File: config.mk
export PLATFORM = sky130hd
export DESIGN_NAME = sine_voice_sched
export DESIGN_NICKNAME = d
export VERILOG_FILES = /design/src/rtl/sine_pkg.sv /design/src/rtl/sine_fold.sv /design/src/rtl/sine_voice_sched.sv
export SDC_FILE = /design/constraint.sdc
export NUM_CORES = 1
export LEC_CHECK = 0
export CORE_ASPECT_RATIO = 1.1
export CORE_UTILIZATION = 55
export CTS_CLUSTER_DIAMETER = 30
export DETAILED_ROUTE_END_ITERATION = 8
export PLACE_DENSITY = 0.75
export SLEW_MARGIN = 20
export SYNTH_ARGS = -nofsm -noshare
export SYNTH_HDL_FRONTEND = slang
export SYNTH_SLANG_ARGS = --single-unit
File: constraint.sdc
create_clock -name clk -period 2.2 [get_ports clk]
set_input_delay 0.44 -clock clk [delete_from_list [all_inputs] [get_ports clk]]
set_output_delay 0.44 -clock clk [all_outputs]
set_load 0.005 [all_outputs]
File: src/rtl/sine_pkg.sv
// sine_pkg: shared types, constants and quadrant fold/rebuild helpers for the
// quarter-wave sine path. The helpers work on 32-bit containers with the table
// width passed in, so any block that uses the same table format can share them.
package sine_pkg;

  // Quadrant encoding taken from the top two phase bits.
  localparam logic [1:0] QUAD_0 = 2'd0;
  localparam logic [1:0] QUAD_1 = 2'd1;
  localparam logic [1:0] QUAD_2 = 2'd2;
  localparam logic [1:0] QUAD_3 = 2'd3;

  // Scheduler states.
  typedef enum logic [1:0] {
    S_IDLE = 2'd0,
    S_ADDR = 2'd1,
    S_DATA = 2'd2
  } sched_state_t;

  // Phase accumulator width: quadrant (2) + table angle (n) + fraction.
  function automatic int phase_w(input int n, input int n_divide);
    return n + 2 + n_divide;
  endfunction

  // Offset-binary midscale for an n-bit magnitude table (output is n+1 bits).
  function automatic logic [31:0] midscale(input int n);
    return 32'd1 << n;
  endfunction

  // Quadrants 1 and 3 walk the quarter-wave table backwards.
  function automatic logic [31:0] fold_angle(input logic [1:0] q,
                                             input logic [31:0] a,
                                             input int n);
    logic [31:0] mask;
    logic [31:0] res;
    mask = (32'd1 << n) - 32'd1;
    case (q)
      QUAD_0, QUAD_2: res = a & mask;
      default:        res = ~a & mask;
    endcase
    return res;
  endfunction

  // Upper half-wave sits above midscale, lower half-wave mirrors below it.
  function automatic logic [31:0] rebuild_sample(input logic [1:0] q,
                                                 input logic [31:0] mag,
                                                 input int n);
    logic [31:0] res;
    case (q)
      QUAD_2, QUAD_3: res = midscale(n) - 32'd1 - mag;
      default:        res = midscale(n) + mag;
    endcase
    return res;
  endfunction

endpackage

File: src/rtl/sine_fold.sv
// sine_fold: combinational quadrant fold of a phase into a quarter-wave table
// address, and rebuild of the full-wave offset-binary sample from the table
// magnitude. Only the integer part of the phase (quadrant + angle) is needed;
// fractional accumulator bits never reach the table.
module sine_fold
  import sine_pkg::*;
#(
  parameter int N = 7
) (
  input  logic [N+1:0] acc,
  input  logic [N-1:0] rom_data,
  output logic [N-1:0] rom_addr,
  output logic [N:0]   sample
);

  localparam int SW = N + 1;

  logic [1:0]   quad;
  logic [N-1:0] angle;

  assign quad  = acc[N+1:N];
  assign angle = acc[N-1:0];

  assign rom_addr = N'(fold_angle(quad, 32'(angle), N));
  assign sample   = SW'(rebuild_sample(quad, 32'(rom_data), N));

endmodule

File: src/rtl/sine_voice_sched.sv
// sine_voice_sched: walks all voices once per sample tick, sharing a single
// registered quarter-wave table. Each voice takes an ADDR cycle (address on the
// table port) and a DATA cycle (table data back, sample registered, phase
// advanced), so a frame is 2*VOICES cycles.
module sine_voice_sched
  import sine_pkg::*;
#(
  parameter  int N        = 7,
  parameter  int N_DIVIDE = 0,
  parameter  int VOICES   = 4,
  localparam int PHASE_W  = phase_w(N, N_DIVIDE),
  localparam int VW       = $clog2(VOICES)
) (
  input  logic               clk,
  input  logic               reset_n,
  input  logic               tick,
  input  logic               cfg_we,
  input  logic [VW-1:0]      cfg_voice,
  input  logic [PHASE_W-1:0] cfg_inc,
  input  logic               cfg_en,
  output logic [N-1:0]       rom_addr,
  input  logic [N-1:0]       rom_data,
  output logic [N:0]         sample,
  output logic [VW-1:0]      sample_voice,
  output logic               sample_valid,
  output logic               busy,
  output logic               overrun
);

  localparam int          SW  = N + 1;
  localparam logic [N:0]  MID = SW'(midscale(N));
  localparam logic [VW-1:0] LAST_VOICE = VW'(VOICES - 1);

  // Scheduler state
  sched_state_t       state_reg;
  logic [VW-1:0]      voice_reg;
  logic [VW-1:0]      voice_next;
  logic               last_voice;
  logic               acc_step;

  // Integer phase of the voice currently on the table port; the table address
  // is a pure fold of this register.
  logic [N+1:0]       phase_reg;

  // Registered sample outputs
  logic [N:0]         sample_reg;
  logic [VW-1:0]      sample_voice_reg;
  logic               sample_valid_reg;
  logic               overrun_reg;

  // Voice register file
  logic [PHASE_W-1:0] acc_reg [VOICES];
  logic [PHASE_W-1:0] inc_reg [VOICES];
  logic [VOICES-1:0]  en_reg;

  // Per-voice decode of config writes and accumulate edges
  logic [VOICES-1:0]  cfg_hit;
  logic [VOICES-1:0]  step_hit;

  logic [N-1:0]       fold_addr;
  logic [N:0]         fold_sample;

  assign last_voice = (voice_reg == LAST_VOICE);
  assign acc_step   = (state_reg == S_DATA);

  genvar gi;
  generate
    for (gi = 0; gi < VOICES; gi++) begin : g_voice_dec
      assign cfg_hit[gi]  = cfg_we && (cfg_voice == VW'(gi));
      assign step_hit[gi] = acc_step && (voice_reg == VW'(gi));
    end
  endgenerate

  // Next voice in fixed order; wraps to 0 only when the frame is over.
  always_comb begin
    voice_next = '0;
    if (!last_voice) begin
      voice_next = voice_reg + 1'b1;
    end
  end

  sine_fold #(
    .N(N)
  ) u_fold (
    .acc      (phase_reg),
    .rom_data (rom_data),
    .rom_addr (fold_addr),
    .sample   (fold_sample)
  );

  // Config writes and phase accumulation; an en=0 write clears the phase and
  // wins over a same-edge accumulate, which itself uses the pre-write increment.
  always_ff @(posedge clk or negedge reset_n) begin
    if (!reset_n) begin
      for (int i = 0; i < VOICES; i++) begin
        acc_reg[i] <= '0;
        inc_reg[i] <= '0;
      end
      en_reg <= '0;
    end else begin
      for (int i = 0; i < VOICES; i++) begin
        if (cfg_hit[i]) begin
          inc_reg[i] <= cfg_inc;
          en_reg[i]  <= cfg_en;
        end
        if (cfg_hit[i] && !cfg_en) begin
          acc_reg[i] <= '0;
        end else if (step_hit[i]) begin
          acc_reg[i] <= en_reg[i] ? (acc_reg[i] + inc_reg[i]) : '0;
        end
      end
    end
  end

  // Frame sequencer: IDLE -> (ADDR -> DATA) per voice -> IDLE, with registered outputs.
  always_ff @(posedge clk or negedge reset_n) begin
    if (!reset_n) begin
      state_reg        <= S_IDLE;
      voice_reg        <= '0;
      phase_reg        <= '0;
      sample_reg       <= MID;
      sample_voice_reg <= '0;
      sample_valid_reg <= 1'b0;
      overrun_reg      <= 1'b0;
    end else begin
      sample_valid_reg <= 1'b0;
      if (tick && (state_reg != S_IDLE)) begin
        overrun_reg <= 1'b1;
      end
      case (state_reg)
        S_IDLE: begin
          if (tick) begin
            voice_reg <= '0;
            phase_reg <= acc_reg[0][PHASE_W-1 -: N+2];
            state_reg <= S_ADDR;
          end
        end
        S_ADDR: begin
          state_reg <= S_DATA;
        end
        S_DATA: begin
          sample_reg       <= en_reg[voice_reg] ? fold_sample : MID;
          sample_voice_reg <= voice_reg;
          sample_valid_reg <= 1'b1;
          if (last_voice) begin
            state_reg <= S_IDLE;
          end else begin
            voice_reg <= voice_next;
            phase_reg <= acc_reg[voice_next][PHASE_W-1 -: N+2];
            state_reg <= S_ADDR;
          end
        end
        default: begin
          state_reg <= S_IDLE;
        end
      endcase
    end
  end

  assign rom_addr     = fold_addr;
  assign sample       = sample_reg;
  assign sample_voice = sample_voice_reg;
  assign sample_valid = sample_valid_reg;
  assign busy         = (state_reg != S_IDLE);
  assign overrun      = overrun_reg;

endmodule
Word-level counts from Yosys, hierarchy flattened
Cells that the tools add are included.
{ "op_classes": {"n_addsub": 7, "n_lt_le_gt_ge": 2, "eq_ne": 12, "muxes": 31, "bitwise": 2, "reduce_logical": 27} }
{ "ops": {"columns": ["operator", "count"], "rows": [
  ["2-to-1 mux 9 bit", 16],
  ["adder 9 bit", 4],
  ["binary-select mux 9 bit (select 2 bit)", 1],
  ["one-hot mux 9 bit (2 select lines)", 1],
  ["2-to-1 mux 8 bit", 2],
  ["equality test 2 bit, second input constant", 7],
  ["logical AND 1 bit", 13],
  ["nonzero test 2 bit", 6],
  ["adder 8 x 7 -> 8 bit, first input constant", 1],
  ["zero test 2 bit", 4],
  ["2-to-1 mux 2 bit", 4],
  ["subtractor 7 x 7 -> 8 bit, first input constant", 1],
  ["2-to-1 mux 7 bit", 1],
  ["NOT 7 bit", 1],
  ["equality test 2 x 1 -> 1 bit, second input constant", 3],
  ["one-hot mux 2 bit (3 select lines)", 1],
  ["!= test 2 bit, second input constant", 2],
  ["one-hot mux 2 bit (2 select lines)", 1],
  ["OR reduction 2 bit", 2],
  ["greater-or-equal comparator 3 bit, second input constant", 1],
  ["< comparator 2 x 3 -> 1 bit, second input constant", 1],
  ["2-to-1 mux 1 bit", 3],
  ["NOT 2 -> 3 bit", 1],
  ["AND reduction 3 bit", 1],
  ["3 further kinds", 3]
]} }
{ "word_totals": {"regBits": 101, "output_inout_bits": 20, "wordCells": 100} }

Logic depth before layout (Yosys ltp)
Gate-level depths: netlist (run 1).
{ "logic_depth": {"depth_word": 8, "ltp_mapped": 8} }

Cells and area by module
From an unflattened synthesis (run 1), not the netlist that was laid out.
{ "hier_totals": {"cells_unflattened": 532, "hier_area_um2": 5713.0} }
{ "modules_own_cells": {"columns": ["mod", "instances", "cells_each", "area_each_um2"], "rows": [
  ["sine_voice_sched", 1, 515, 5564.1],
  ["sine_fold", 1, 17, 148.9]
]} }

Worst setup path after synthesis (run 1)
No wires, ideal clock.
{ "synth_path": {"kind": "reg2reg", "startpoint": "register acc_reg[18] in the netlist's numbering", "endpoint": "register acc_reg[26] in the netlist's numbering", "setup_ps": 66, "arrival_ps": 1902, "required_time_ps": 2134, "slack_ps": 232, "path_stages_with_launch": 8, "path_buffers": 0, "synth_period_minus_slack_ps": 1968, "path_cell_list": "dfrtp_1 -> ha_1 -> fa_1 -> a211oi_1 -> o211ai_1 -> nand2_1 -> mux2_2 -> nand3_2"} }
{ "synth_via": {"elab_chain_cells": 4} }
{ "synth_lines": {"columns": ["item", "line", "source"], "rows": [
  ["from (decl)", "sine_voice_sched.sv:52", "logic [PHASE_W-1:0] acc_reg [VOICES];"],
  ["from (signal, indexed assignment)", "sine_voice_sched.sv:109", "acc_reg[i] <= en_reg[i] ? (acc_reg[i] + inc_reg[i]) : '0;"],
  ["adder 9 bit", "sine_voice_sched.sv:109", null],
  ["2-to-1 mux 9 bit", "sine_voice_sched.sv:109", null],
  ["2-to-1 mux 9 bit", "sine_voice_sched.sv:108", "end else if (step_hit[i]) begin"],
  ["2-to-1 mux 9 bit", "sine_voice_sched.sv:106", "if (cfg_hit[i] && !cfg_en) begin"]
]} }
No other way between the ends. The select of a mux whose other input is x is not followed.
A chain may end at the register's enable or synchronous reset.

Final worst setup path (run 1)
{ "layout_path": {"startpoint": "register acc_reg[0] in the netlist's numbering", "endpoint": "register acc_reg[6] in the netlist's numbering"} }
Same word-level chain as after synthesis.

==> out/metrics.yaml, run 1 <==
synthesis:
  synthCells: 540
  synthMuxAreaShare_pct: 11.78
  yosys.area.top_type: "dfrtp_1"
  synth-adder-area-share_pct: 8.985
  yosys.area.top_type_share_pct: 42.38
  synth_top_family_by_area: "compound AO/OA/AOI/OAI gates"
  yosysWarnings: 0
  synth_area_per_cell_um2: 10.93
  ys_ff_latch: 101
  synth-compound-area-share_pct: 17.63
  ys_types: 62
  synth_xor_area_share_pct: 4.895
  synthTopCellsByArea: "dfrtp_1 (42%), mux2_2 (8.4%), ha_1 (7.6%)"
  synth-simple-area-share_pct: 11.17
  ys_seq_area_share_pct: 42.83
  ys.flop_type: "dfrtp_1"
  synthesis.nets: 603
  synth-edff-count: 0
  synthArstFlopShare_pct: 100.0
  synthesis.area_mm2: 0.005904
global_route:
  antenna_found_initial: 0
  grt_pass1_vias: 4402
  grt_overflow: 0
  grtUsageTotal_pct: 25.69
  grt_pass1_wl_um: 21890
  grt_max_degree: 49
floorplanning:
  ioPinCount: 43
  rows: 39
  core_area_mm2: 0.01039
  fp.dieH_um: 110.7
  initial_core_util_pct: 56.81
  die_x_um: 100.8
  dieArea_mm2: 0.01115
sta:
  finalWorstSetupSlack_ns: 0.1111
  worst_pin_slew_ns: 0.6137
  finalHoldViolations: 0
  finClkSkew_ns: 0.01177
  min_period_ns: 2.089
  maxSlewHeadroom_pct: 59.08
  finalCritPeriodShare_pct: 94.95
  setup-violations-final: 0
  rsz0062_at_grt: "no"
  fmax_mhz: 478.7
  drv_slew: 0
  fin_setup_tns_ns: 0
detailed_routing:
  drcViolationCount: 0
  routedWlPerCell_um: 18.06
  antenna_left: 0
  first_pass_iters: 4
  drt_wl_total_um: 13300
  via_per_inst: 5.918
  dr_total_vias: 4356
  drtIter0Drc: 188
pwr:
  p_leak_nw: 3.071
  power_frac_seq_pct: 35.4
  switching_power_mw: 2.870
  power_frac_clock_pct: 22.9
  p_int_mw: 5.118
  power_density_mw_per_mm2: 1162
  vdd_drop_max_v: 0.0004772
  switching_share_pct: 35.93
  p_total_mw: 7.989
  comb_power_share_pct: 41.7
clocking:
  clock-sinks: 101
  htree_levels: 3
  cts_inserted_buffers: 9
  clockBufferDepth: 2
  clk_pin_slew_ns: 0.07
  cts_tree: "built"
  cts_setup_buffers: 0
  clock_latency_ns: 0.35
  root_buffer: "clkbuf_16"
setup_path:
  worst_ep_arrival_time_ns: 2.29
  reg2reg_slack_ns: 0.11
  worstPathCellList: "ha_1 > fa_1 > a211oi_2 > o21bai_1 > a21oi_1 > xor2_1 > o21ai_0"
  slowest_stage: "fa_1"
  critPathTopFamily: "adder cells"
  critPathLaunch: "acc_reg[0]"
  startpoint_type: "flip-flop"
  rr_endpoint: "acc_reg[6]"
  worst-path-buf-inv: 0
  end_kind: "flip-flop"
  crit_required_ns: 2.40
  crit_type: "reg -> reg"
  timing.rr.start: "acc_reg[0]"
  reg2regPathDepth: 7
  cpPeakStageDelay_ns: 0.45
  cp_max_fo: 3
layout:
  syn2layout_area_growth_pct: 16.47
  drive_above_1_share_pct: 19.56
  final_nets: 651
  diodes: 0
  fin_util_pct: 66.16
  multiInputGateArea_mm2: 0.003233
  nFillCells: 815
  regArea_mm2: 0.002529
run:
  drv_cap: 0
placement:
  hpwl_um: 10090
  gp_congestion: 0.9022
  dp_slack_ns: 0.03065
  numPortBuffers: 42
run_status:
  status: "finished, final reports clean"
worst_hold_path:
  hp-class: "in -> async"
## cell families (layout without fill, tap and decap cells)
kind of cell / after synthesis / in the layout
AO/OA/AOI/OAI: 150 / 150
flip-flops: 101 / 101
buffers and inverters: 31 / 84
adder cells (fa/ha/maj): 40 / 40
AND/OR/NAND/NOR: 127 / 127
XOR/XNOR: 33 / 33
multiplexers: 58 / 58
## per-layer routing
layer  GRT usage [%]  part of all wire (%)
met1           34.39                    45
met3           3.090                   4.8
met4           10.05                   2.2
met5               0                     0
met2           42.47                    48
## cells in the mapped netlist (6+ instances only)
cell and instances:
dfrtp_1 100, mux2_4 12, xnor2_1 16, inv_1 10, o31ai_1 7, nand3_1 6
a22o_1 22, nor2_1 29, a21o_1 9, xor2_1 17, o211ai_1 7, nand4_1 6
buf_2 9, nand4b_1 6, a21oi_1 28, clkbuf_1 6, o21ai_0 34, mux2_2 44
a211oi_1 7, nand2_1 51, ha_1 36
## worst register-to-register path, stage by stage (launching register included)
cell and delay [ns]:
dfrtp_1 0.41, ha_1 0.26, fa_1 0.45, a211oi_2 0.25
o21bai_1 0.11, a21oi_1 0.20, xor2_1 0.15, o21ai_0 0.11
## final cells by class
type | count | share of cell area [%]
clock inverter | 7 | 1.747
multi-input combinational | 408 | 47.02
clock buffer | 9 | 3.275
sequential | 101 | 36.77
inverter | 12 | 0.8006
tap | 143 | 2.602
timing repair buffer | 56 | 7.787
## through the flow
step / area, um2 / std cells / hold slack, ns
final: 6877 / 736 / 0.1031
after CTS: 6859 / 736 / 0.1360
after detailed placement: 6514 / 720 / 0.4697
after floorplan: 5904 / 540 / 0.1444
after global placement: 6514 / 720 / 0.4375
after global routing: 6877 / 736 / 0.1666
## cell usage in the layout (no fill, tap or decap), types with 5 or more instances in the layout
master	synthesis	final
dfrtp_1	100	100
nand2_1	51	51
mux2_2	44	44
clkdlybuf4s50_1	0	41
ha_1	36	35
o21ai_0	34	34
nor2_1	29	29
a21oi_1	28	28
a22o_1	22	22
xor2_1	17	17
xnor2_1	16	16
buf_4	2	14
mux2_4	12	12
inv_1	10	10
a21o_1	9	9
clkbuf_16	0	9
o211ai_1	7	7
o31ai_1	7	7
nand3_1	6	6
nand4_1	6	6
nand4b_1	6	6
o21bai_1	5	5
a21oi_2	5	5
a211oi_1	7	5
## power by group through the flow
| stage | sequential, mW | combinational, mW | clock [mW] |
|---|---|---|---|
| detailed placement | 2.85 | 3.31 | 0 |
| global placement | 2.83 | 3.19 | 0 |
| finish | 2.83 | 3.33 | 1.83 |
| CTS | 2.83 | 3.32 | 1.85 |
| floorplan | 2.67 | 2.45 | 0 |
| global route | 2.89 | 3.70 | 1.91 |
## what timing repair did
| action | in CTS | in global routing |
|---|---|---|
| resized for setup | 0 | 5 |
| endpoints found under the setup margin | 0 | 7 |
| hold buffers | 0 | 0 |
| hold endpoints to repair | 0 | 0 |
## worst max-delay path by stage
stage                        to  slack [ns]  depth (start not counted)
floorplan           acc_reg[26]        0.23                          7
global placement    acc_reg[33]        0.11                          6
detailed placement  acc_reg[34]        0.03                          6
CTS                  acc_reg[6]        0.04                          7
global route         acc_reg[6]       0.007                          7
finish               acc_reg[6]        0.11                          7
(Power assumes the default switching activity.)
==> run 2, diff against run 1 <==
--- a/config.mk
+++ b/config.mk
@@ -7,6 +7,7 @@
 export LEC_CHECK = 0
 export CORE_ASPECT_RATIO = 1.1
 export CORE_UTILIZATION = 55
+export CTS_BUF_LIST = sky130_fd_sc_hd__clkbuf_16
 export CTS_CLUSTER_DIAMETER = 30
 export DETAILED_ROUTE_END_ITERATION = 8
 export PLACE_DENSITY = 0.75
@@ -14,3 +15,4 @@
 export SYNTH_ARGS = -nofsm -noshare
 export SYNTH_HDL_FRONTEND = slang
 export SYNTH_SLANG_ARGS = --single-unit
+export TNS_END_PERCENT = 30
==> out/metrics.yaml, run 2 (synthesis results as in run 1) <==
layout:
  fin_area_mm2: 0.006874  # was 0.006877 mm2
  final_nets: 651  # unchanged
  final_common_cell: "dfrtp_1"  # unchanged
  fin_cells: 736  # unchanged
  diodes: 0  # unchanged
  syn2layout_area_growth_pct: 16.42  # was 16.47%
  fin_util_pct: 66.14  # was 66.16%
  final_cell_mix: "dfrtp_1 (100), nand2_1 (51), mux2_2 (44), clkdlybuf4s50_1 (41), ha_1 (35)"  # unchanged
  drive_above_1_share_pct: 19.39  # was 19.56%
sta:
  worst_pin_slew_ns: 0.6140  # was 0.6137 ns
  drv_slew: 0  # unchanged
  rsz0062_at_grt: "yes"  # was no
  setup-violations-final: 0  # unchanged
  finClkSkew_ns: 0.01086  # was 0.01177 ns
  maxSlewHeadroom_pct: 59.07  # was 59.08%
  fin_setup_tns_ns: 0  # unchanged
  finalCritPeriodShare_pct: 95.03  # was 94.95%
  min_period_ns: 2.091  # was 2.089 ns
  finalWorstSetupSlack_ns: 0.1093  # was 0.1111 ns
  finalHoldViolations: 0  # unchanged
  fmax_mhz: 478.3  # was 478.7 MHz
detailed_routing:
  via_per_inst: 5.901  # was 5.918
  drt_wl_total_um: 13270  # was 13,300 um
  first_pass_iters: 4  # unchanged
  drtIter0Drc: 187  # was 188
  antenna_left: 0  # unchanged
  dr_total_vias: 4343  # was 4,356
  drcViolationCount: 0  # unchanged
  routedWlPerCell_um: 18.04  # was 18.06 um
setup_path:
  cp_max_fo: 3  # unchanged
  worst_ep_arrival_time_ns: 2.29  # about the same
  reg2reg_slack_ns: 0.11  # about the same
  critPathLaunch: "acc_reg[0]"  # unchanged
  startpoint_type: "flip-flop"  # unchanged
  end_kind: "flip-flop"  # unchanged
  crit_type: "reg -> reg"  # unchanged
  reg2regPathDepth: 7  # unchanged
  rr_endpoint: "acc_reg[6]"  # unchanged
  timing.rr.start: "acc_reg[0]"  # unchanged
  crit_required_ns: 2.40  # about the same
clocking:
  root_buffer: "clkbuf_16"  # unchanged
  clockBufferDepth: 2  # unchanged
  clock_latency_ns: 0.35  # about the same
  clock-sinks: 101  # unchanged
  clk_pin_slew_ns: 0.07  # about the same
  htree_levels: 3  # unchanged
  cts_inserted_buffers: 9  # unchanged
  cts_tree: "built"  # unchanged
  cts_setup_buffers: 0  # unchanged
worst_hold_path:
  hp-class: "in -> async"  # unchanged
run:
  drv_cap: 0  # unchanged
placement:
  hpwl_um: 10090  # unchanged
  gp_congestion: 0.9022  # unchanged
  placed_cell_area_mm2: 0.006514  # unchanged
  dp.cells: 720  # unchanged
  numPortBuffers: 42  # unchanged
  dp_slack_ns: 0.03065  # unchanged
global_route:
  grt_overflow: 0  # unchanged
  grt_max_degree: 49  # unchanged
  grt_pass1_wl_um: 21890  # unchanged
  antenna_found_initial: 0  # unchanged
  grt_pass1_vias: 4402  # unchanged
  grtUsageTotal_pct: 25.69  # unchanged
floorplanning:
  rows: 39  # unchanged
  initial_core_util_pct: 56.81  # unchanged
  die_x_um: 100.8  # unchanged
  fp.dieH_um: 110.7  # unchanged
  core_area_mm2: 0.01039  # unchanged
  ioPinCount: 43  # unchanged
  dieArea_mm2: 0.01115  # unchanged
run_status:
  status: "finished, final reports clean"  # unchanged
pwr:
  vdd_drop_max_v: 0.0004755  # was 0.0004772 V
  p_leak_nw: 3.073  # was 3.071 nW
  power_density_mw_per_mm2: 1162  # about the same
run 2: cell types whose count changed in the layout (fill, tap and decap cells not counted):
cell | previous run | this run
fa_1 | 2 | 3
fa_2 | 2 | 1
run 2: cell type report:
type,count,area (um2)
clock buffer,9,225.2
clock inverter,7,120.1
fill,817,3520
inverter,12,55.05
multi-input combinational,408,3231
sequential,101,2529
tap,143,178.9
timing repair buffer,56,535.5
run 2: what timing repair did:
| item | in CTS | in global routing |
|---|---|---|
| hold buffers | 0 | 0 |
| gates resized for setup | 0 | 4 |
| endpoints found under the hold margin | 0 | 0 |
| setup endpoints to repair | 0 | 7 |
run 2: worst max path at each step:
stage | endpoint | slack, ns | depth (start not counted)
detailed placement | acc_reg[34] | 0.03 | 6
CTS | acc_reg[6] | 0.04 | 7
floorplan | acc_reg[26] | 0.23 | 7
global placement | acc_reg[33] | 0.11 | 6
finish | acc_reg[6] | 0.11 | 7
global route | acc_reg[15] | -0.003 | 7
run 2: through the flow:
step	hold slack (ns)	total power, mW
floorplan	0.1444	5.122
global placement	0.4375	6.019
detailed placement	0.4697	6.162
CTS	0.1360	7.996
global route	0.1666	8.501
finish	0.1054	7.985
run 2: worst max-delay path, cell delays in order (launching register included):
cell	delay (ns)
dfrtp_1	0.41
ha_1	0.26
fa_1	0.45
a211oi_2	0.25
o21bai_1	0.11
a21oi_1	0.20
xor2_1	0.15
o21ai_0	0.11
run 2: per-layer routing:
layer,share of wire [%],track usage (%),vias to the layer above
met5,0,0,-
met4,1.8,10.05,0
met3,4.0,3.090,14
met2,49,42.47,104
met1,45,34.39,2137
li1,-,-,2088
run 2: where the power goes:
group          internal [mW]  switching [mW]  total (mW)
logic                   1.66            1.67        3.33
registers               2.34           0.490        2.83
clock network           1.12           0.712        1.83
total                   5.12            2.87        7.99
==> RTL change 1: new RTL, flow settings as in run 2 <==
`N` is set to 7 in 2 places; all go to 8.
--- a/src/rtl/sine_fold.sv
+++ b/src/rtl/sine_fold.sv
@@ -6,5 +6,5 @@
   import sine_pkg::*;
 #(
-  parameter int N = 7
+  parameter int N = 8
 ) (
   input  logic [N+1:0] acc,
--- a/src/rtl/sine_voice_sched.sv
+++ b/src/rtl/sine_voice_sched.sv
@@ -6,5 +6,5 @@
   import sine_pkg::*;
 #(
-  parameter  int N        = 7,
+  parameter  int N        = 8,
   parameter  int N_DIVIDE = 0,
   parameter  int VOICES   = 4,
Ports: changed (resized cfg_inc, rom_addr, rom_data and sample); port bits go from 43 to 47. The function was not compared with the original's and may differ.
==> RTL change 1 against run 2 <==
- the flow now finishes with violations (setup timing)
- count of clock-buffer cells in the layout is the same
- setup slack lost 120 ps
- non-clock buffer count grew 44
- hold slack gained 370 ps
- fmax shrank 5.2%
- total power grew 10%
- critical path depth grew 1
- synthesized area grew 7.8%
- routed wire length grew 20%
- final area grew 12%
- sequential cell count grew 10
- first-iteration DRC count grew 100%
- combinational power grew 25%
- critical endpoint is now acc_reg[18]
- highest routed layer unchanged
==> RTL change 1: results (changes against run 2) <==
synth.distinct_cells: 50  # -19%
nFlopsAndLatches: 111  # +9.9%
max_slew_margin: 0.426  # -0.165
violations: "setup timing"
drt_iter0_drc: 378  # +100%
dr_total_vias: 5290  # +22%
setup_viol: 1  # +1
reg2reg_depth: 8  # +1
yosysSeqAreaShare: 0.437  # +0.00825
final-clk-cell-share: 0.0344  # -0.0158
power_leakage_nw: 3.44  # +12%
hpwl_mm: 12.1  # +20%
dr_wl_met3_microns: 877  # +67%
grt_max_degree: 46  # -6.1%
wl_met2_mm: 7.50  # +16%
power.total_w: 0.00879  # +10%
p_clk_w: 0.00151  # -17%
post_cts_buffers: 1  # +1
critPathTopFamily: "compound AO/OA/AOI/OAI gates"
layout.nets: 787  # +21%
vdd_drop_max_mv: 0.658  # +38%
status: "complete, but fails checks"
cts_hold_buffers: 1  # +1
routedWlPerCell_microns: 18.3  # +1.7%
nNonClkInverters: 17  # +5
syn-num-nets: 697  # +16%
place_area_sq_um: 7340  # +13%
grt_pass1_wl_mm: 26.2  # +20%
drive_gt1_frac: 0.169  # -0.0252
synth_common_cells: "110 x dfrtp_1, 97 x nand2_1, 43 x o21ai_0"
seq_share: 0.361  # -0.00719
multi_input_area_sq_um: 3510  # +8.6%
coreArea_sq_um: 11100  # +6.9%
num-nonclk-buffers: 100  # +79%
stdcell_count: 870  # +18%
area_share_nonclk_buffers: 0.117  # +0.0393
holdWs_ps: 474  # +369 ps
crit_path_start: "acc_reg[10]"
rr_startpoint: "acc_reg[10]"
p_int_w: 0.00542  # +5.9%
min_path_type: "register to register"
place_congestion: 0.893  # -1.1%
wl_met1_mm: 7.01  # +16%
multi_input_cells: 479  # +17%
endpoint: "acc_reg[18]"
fin_ws_ps: -6.40  # -116 ps
==> RTL change 1: cell count changes in the layout (fill, tap and decap cells not counted), sizes merged, moves of 10 or more <==
cell | run 2 | this run
buf | 15 | 54
dfrtp | 100 | 110
mux2 | 56 | 34
nand2 | 51 | 97
nor2 | 31 | 17
==> RTL change 1: cell families (layout without fill, tap and decap cells) <==
| logic type | count (synthesis) | after routing | synth area share |
|---|---|---|---|
| buffers and inverters | 38 | 133 | 0.0224 |
| flip-flops | 111 | 111 | 0.437 |
| AO/OA/AOI/OAI | 194 | 194 | 0.216 |
| AND/OR/NAND/NOR | 171 | 171 | 0.124 |
| XOR/XNOR | 31 | 31 | 0.0426 |
| multiplexers | 39 | 39 | 0.0680 |
| adder cells (fa/ha/maj) | 44 | 44 | 0.0912 |
==> RTL change 1: layer usage <==
layer / up-vias / global-route usage
met5: - / 0
met4: 0 / 0.129
met3: 27 / 0.0329
met2: 180 / 0.457
met1: 2573 / 0.385
li1: 2510 / -
==> RTL change 2: new RTL, config.mk and constraints of run 2 <==
Without the edit above. Make the reset (`reset_n`) synchronous in 2 clocked blocks.
--- a/src/rtl/sine_voice_sched.sv
+++ b/src/rtl/sine_voice_sched.sv
@@ -91,5 +91,5 @@
   // Config writes and phase accumulation; an en=0 write clears the phase and
   // wins over a same-edge accumulate, which itself uses the pre-write increment.
-  always_ff @(posedge clk or negedge reset_n) begin
+  always_ff @(posedge clk) begin
     if (!reset_n) begin
       for (int i = 0; i < VOICES; i++) begin
@@ -114,5 +114,5 @@
 
   // Frame sequencer: IDLE -> (ADDR -> DATA) per voice -> IDLE, with registered outputs.
-  always_ff @(posedge clk or negedge reset_n) begin
+  always_ff @(posedge clk) begin
     if (!reset_n) begin
       state_reg        <= S_IDLE;
Behaviour: differs if reset_n is asserted again (counterexample within 4 cycles, from zero or initial values and one cycle with reset_n low); with reset_n held inactive, the same outputs for 10 cycles.
==> RTL change 2 against run 2 <==
- setup slack worse by 47 ps
- critical path depth is 1 higher
- sequential share of layout area is 5.0 points higher
- routed wire length is 4.3% lower
- cell count is 3.8% lower
- synthesized area is 7.2% lower
- critical path type unchanged
- final area is 4.6% lower
- sequential cell count stayed put
Power is not compared: it rests on default switching activity, and its combinational part moved more than twofold at a synthesized area within 25%.
==> RTL change 2: results (changes against run 2) <==
hold_viol: 0  # unchanged
yosysSeqAreaShare: 0.500  # +0.0722
clk_pin_slew_ps: 70  # about the same
grt.total_usage: 0.256  # -0.000662
max_slew_margin: 0.613  # +0.0219
synthArstFlopShare: 0  # -1.00
grt_max_degree: 19  # -61%
clock_skew_ps: 7.03  # -3.83 ps
antenna_found_initial: 0  # unchanged
wl_mm: 12.7  # -4.3%
grt_pass1_vias: 4117  # -6.5%
min_path_type: "register to register"
power_leakage_nw: 2.59
synthFlopType: "edfxtp_1"
synth_edf_count: 72  # +72
critPathTopFamily: "adder cells"
yosysWarnings: 0  # unchanged
synthTopCellsByArea: "edfxtp_1 39%, dfxtp_1 11%, ha_1 8.2%"
status: "finished, final reports clean"
antenna_cells: 0  # unchanged
layout.nets: 649  # -0.31%
slowest_stage: "edfxtp_1"
vdd_drop_max_mv: 0.364
cts_htree_levels: 3  # unchanged
synth_common_cells: "72 x edfxtp_1, 56 x nand2_1, 46 x nor2_1"
place_congestion: 0.924  # +2.4%
firstDrtPassIters: 5  # +1
clkLatencyLatePin_ps: 350  # about the same
drt_iter0_drc: 307  # +64%
drive_gt1_frac: 0.120  # -0.0738
numPortBuffers: 42  # unchanged
place_ws_ps: -40.2  # -70.9 ps
clk_path_buf_depth: 2  # unchanged
ctsRootBufferMaster: "clkbuf_16"
cp.arrival_ps: 2240  # -50 ps
hpwl_mm: 9.52  # -5.7%
numCtsBuffers: 9  # unchanged
grt_pass1_wl_mm: 20.7  # -5.3%
tns_ps: 0  # unchanged
dr_total_vias: 4201  # -3.3%
critPathMaxFanout: 3  # unchanged
critical_path.max_stage_delay_ps: 420  # -30 ps
synth.distinct_cells: 43  # -31%
syn-num-nets: 579  # -4.0%
## RTL change 2: changes by cell type in the layout (fill, tap and decap cells not counted), moves of 13 or more
| cell | run 2 | this run |
|---|---|---|
| a22o_1 | 22 | 2 |
| dfxtp_1 | 0 | 29 |
| and2_1 | 1 | 37 |
| nor3_1 | 2 | 15 |
| dfrtp_1 | 100 | 0 |
| mux2_2 | 44 | 0 |
| nor2_1 | 29 | 45 |
| edfxtp_1 | 0 | 72 |
| buf_4 | 14 | 29 |
## RTL change 2: per-layer routing
layer  vias to the layer above  GRT usage  part of all wire
met4                         0      0.116             0.028
li1                       2021          -                 -
met3                        24     0.0261             0.044
met5                         -          0                 0
met2                       125      0.442              0.50
met1                      2031      0.328              0.43
## RTL change 2: through the flow
stage                     instance area, sq um  hold slack [ps]  std cells   util  total power, W
after detailed placement                  6200              442        688  0.650         0.00295
after floorplan                           5480              430        516      -         0.00269
after global placement                    6200              437        688  0.650         0.00292
after CTS                                 6480              454        704  0.679         0.00438
after global routing                      6560              470        708  0.688         0.00457
final                                     6560              448        708  0.688         0.00442
## RTL change 2: final timing paths
check / from / to / slack, ps / depth (start not counted)
worst min register to register: phase_reg[2] / phase_reg[2] / 450 / 2
worst max-delay path: acc_reg[3][0] / acc_reg[3][6] / 60 / 8
worst min-delay path: phase_reg[2] / phase_reg[2] / 450 / 2
worst max register to register: acc_reg[3][0] / acc_reg[3][6] / 60 / 8
## RTL change 2: repair_timing
action / in CTS / in global routing
buffers inserted: 0 / 4
pin swaps: 0 / 10
endpoints found under the setup margin: 3 / 18
gates resized for setup: 2 / 16
## RTL change 2: logic make-up (layout without fill, tap and decap cells)
group | Yosys count | in the layout | share of synthesized area
and+or+nand+nor | 186 | 186 | 0.166
AOI/OAI and AO/OA | 127 | 127 | 0.154
DFF | 101 | 101 | 0.500
adders and majority gates | 40 | 40 | 0.0968
xor gates and xnor gates | 33 | 33 | 0.0527
buffers and inverters | 26 | 101 | 0.0221
muxes | 3 | 3 | 0.00776
## RTL change 2: worst register-to-register path: cells and delay by family (launching register included)
family,cells,cell delay [ps]
adders and majority gates,2,590
AOI/OAI and AO/OA,3,520
DFF,1,420
buffers and inverters,1,160
xor gates and xnor gates,1,160
and+or+nand+nor,1,60
## RTL change 2: where the power goes
group	internal [W]	leakage [nW]	switching [W]
clock	0.000760	0.128	0.000706
sequential	0.00214	0.966	0.0000749
combinational	0.000350	1.49	0.000392
## RTL change 2: cell type report
cell class              instances  area (sq um)
multi-input cells             389          2680
well taps                     117           146
flip-flops and latches        101          2740
fillers                       724          2980
repair buffers                 73           678
clock inverters                 7          41.3
inverters                      12          45.0
clock buffers                   9           225
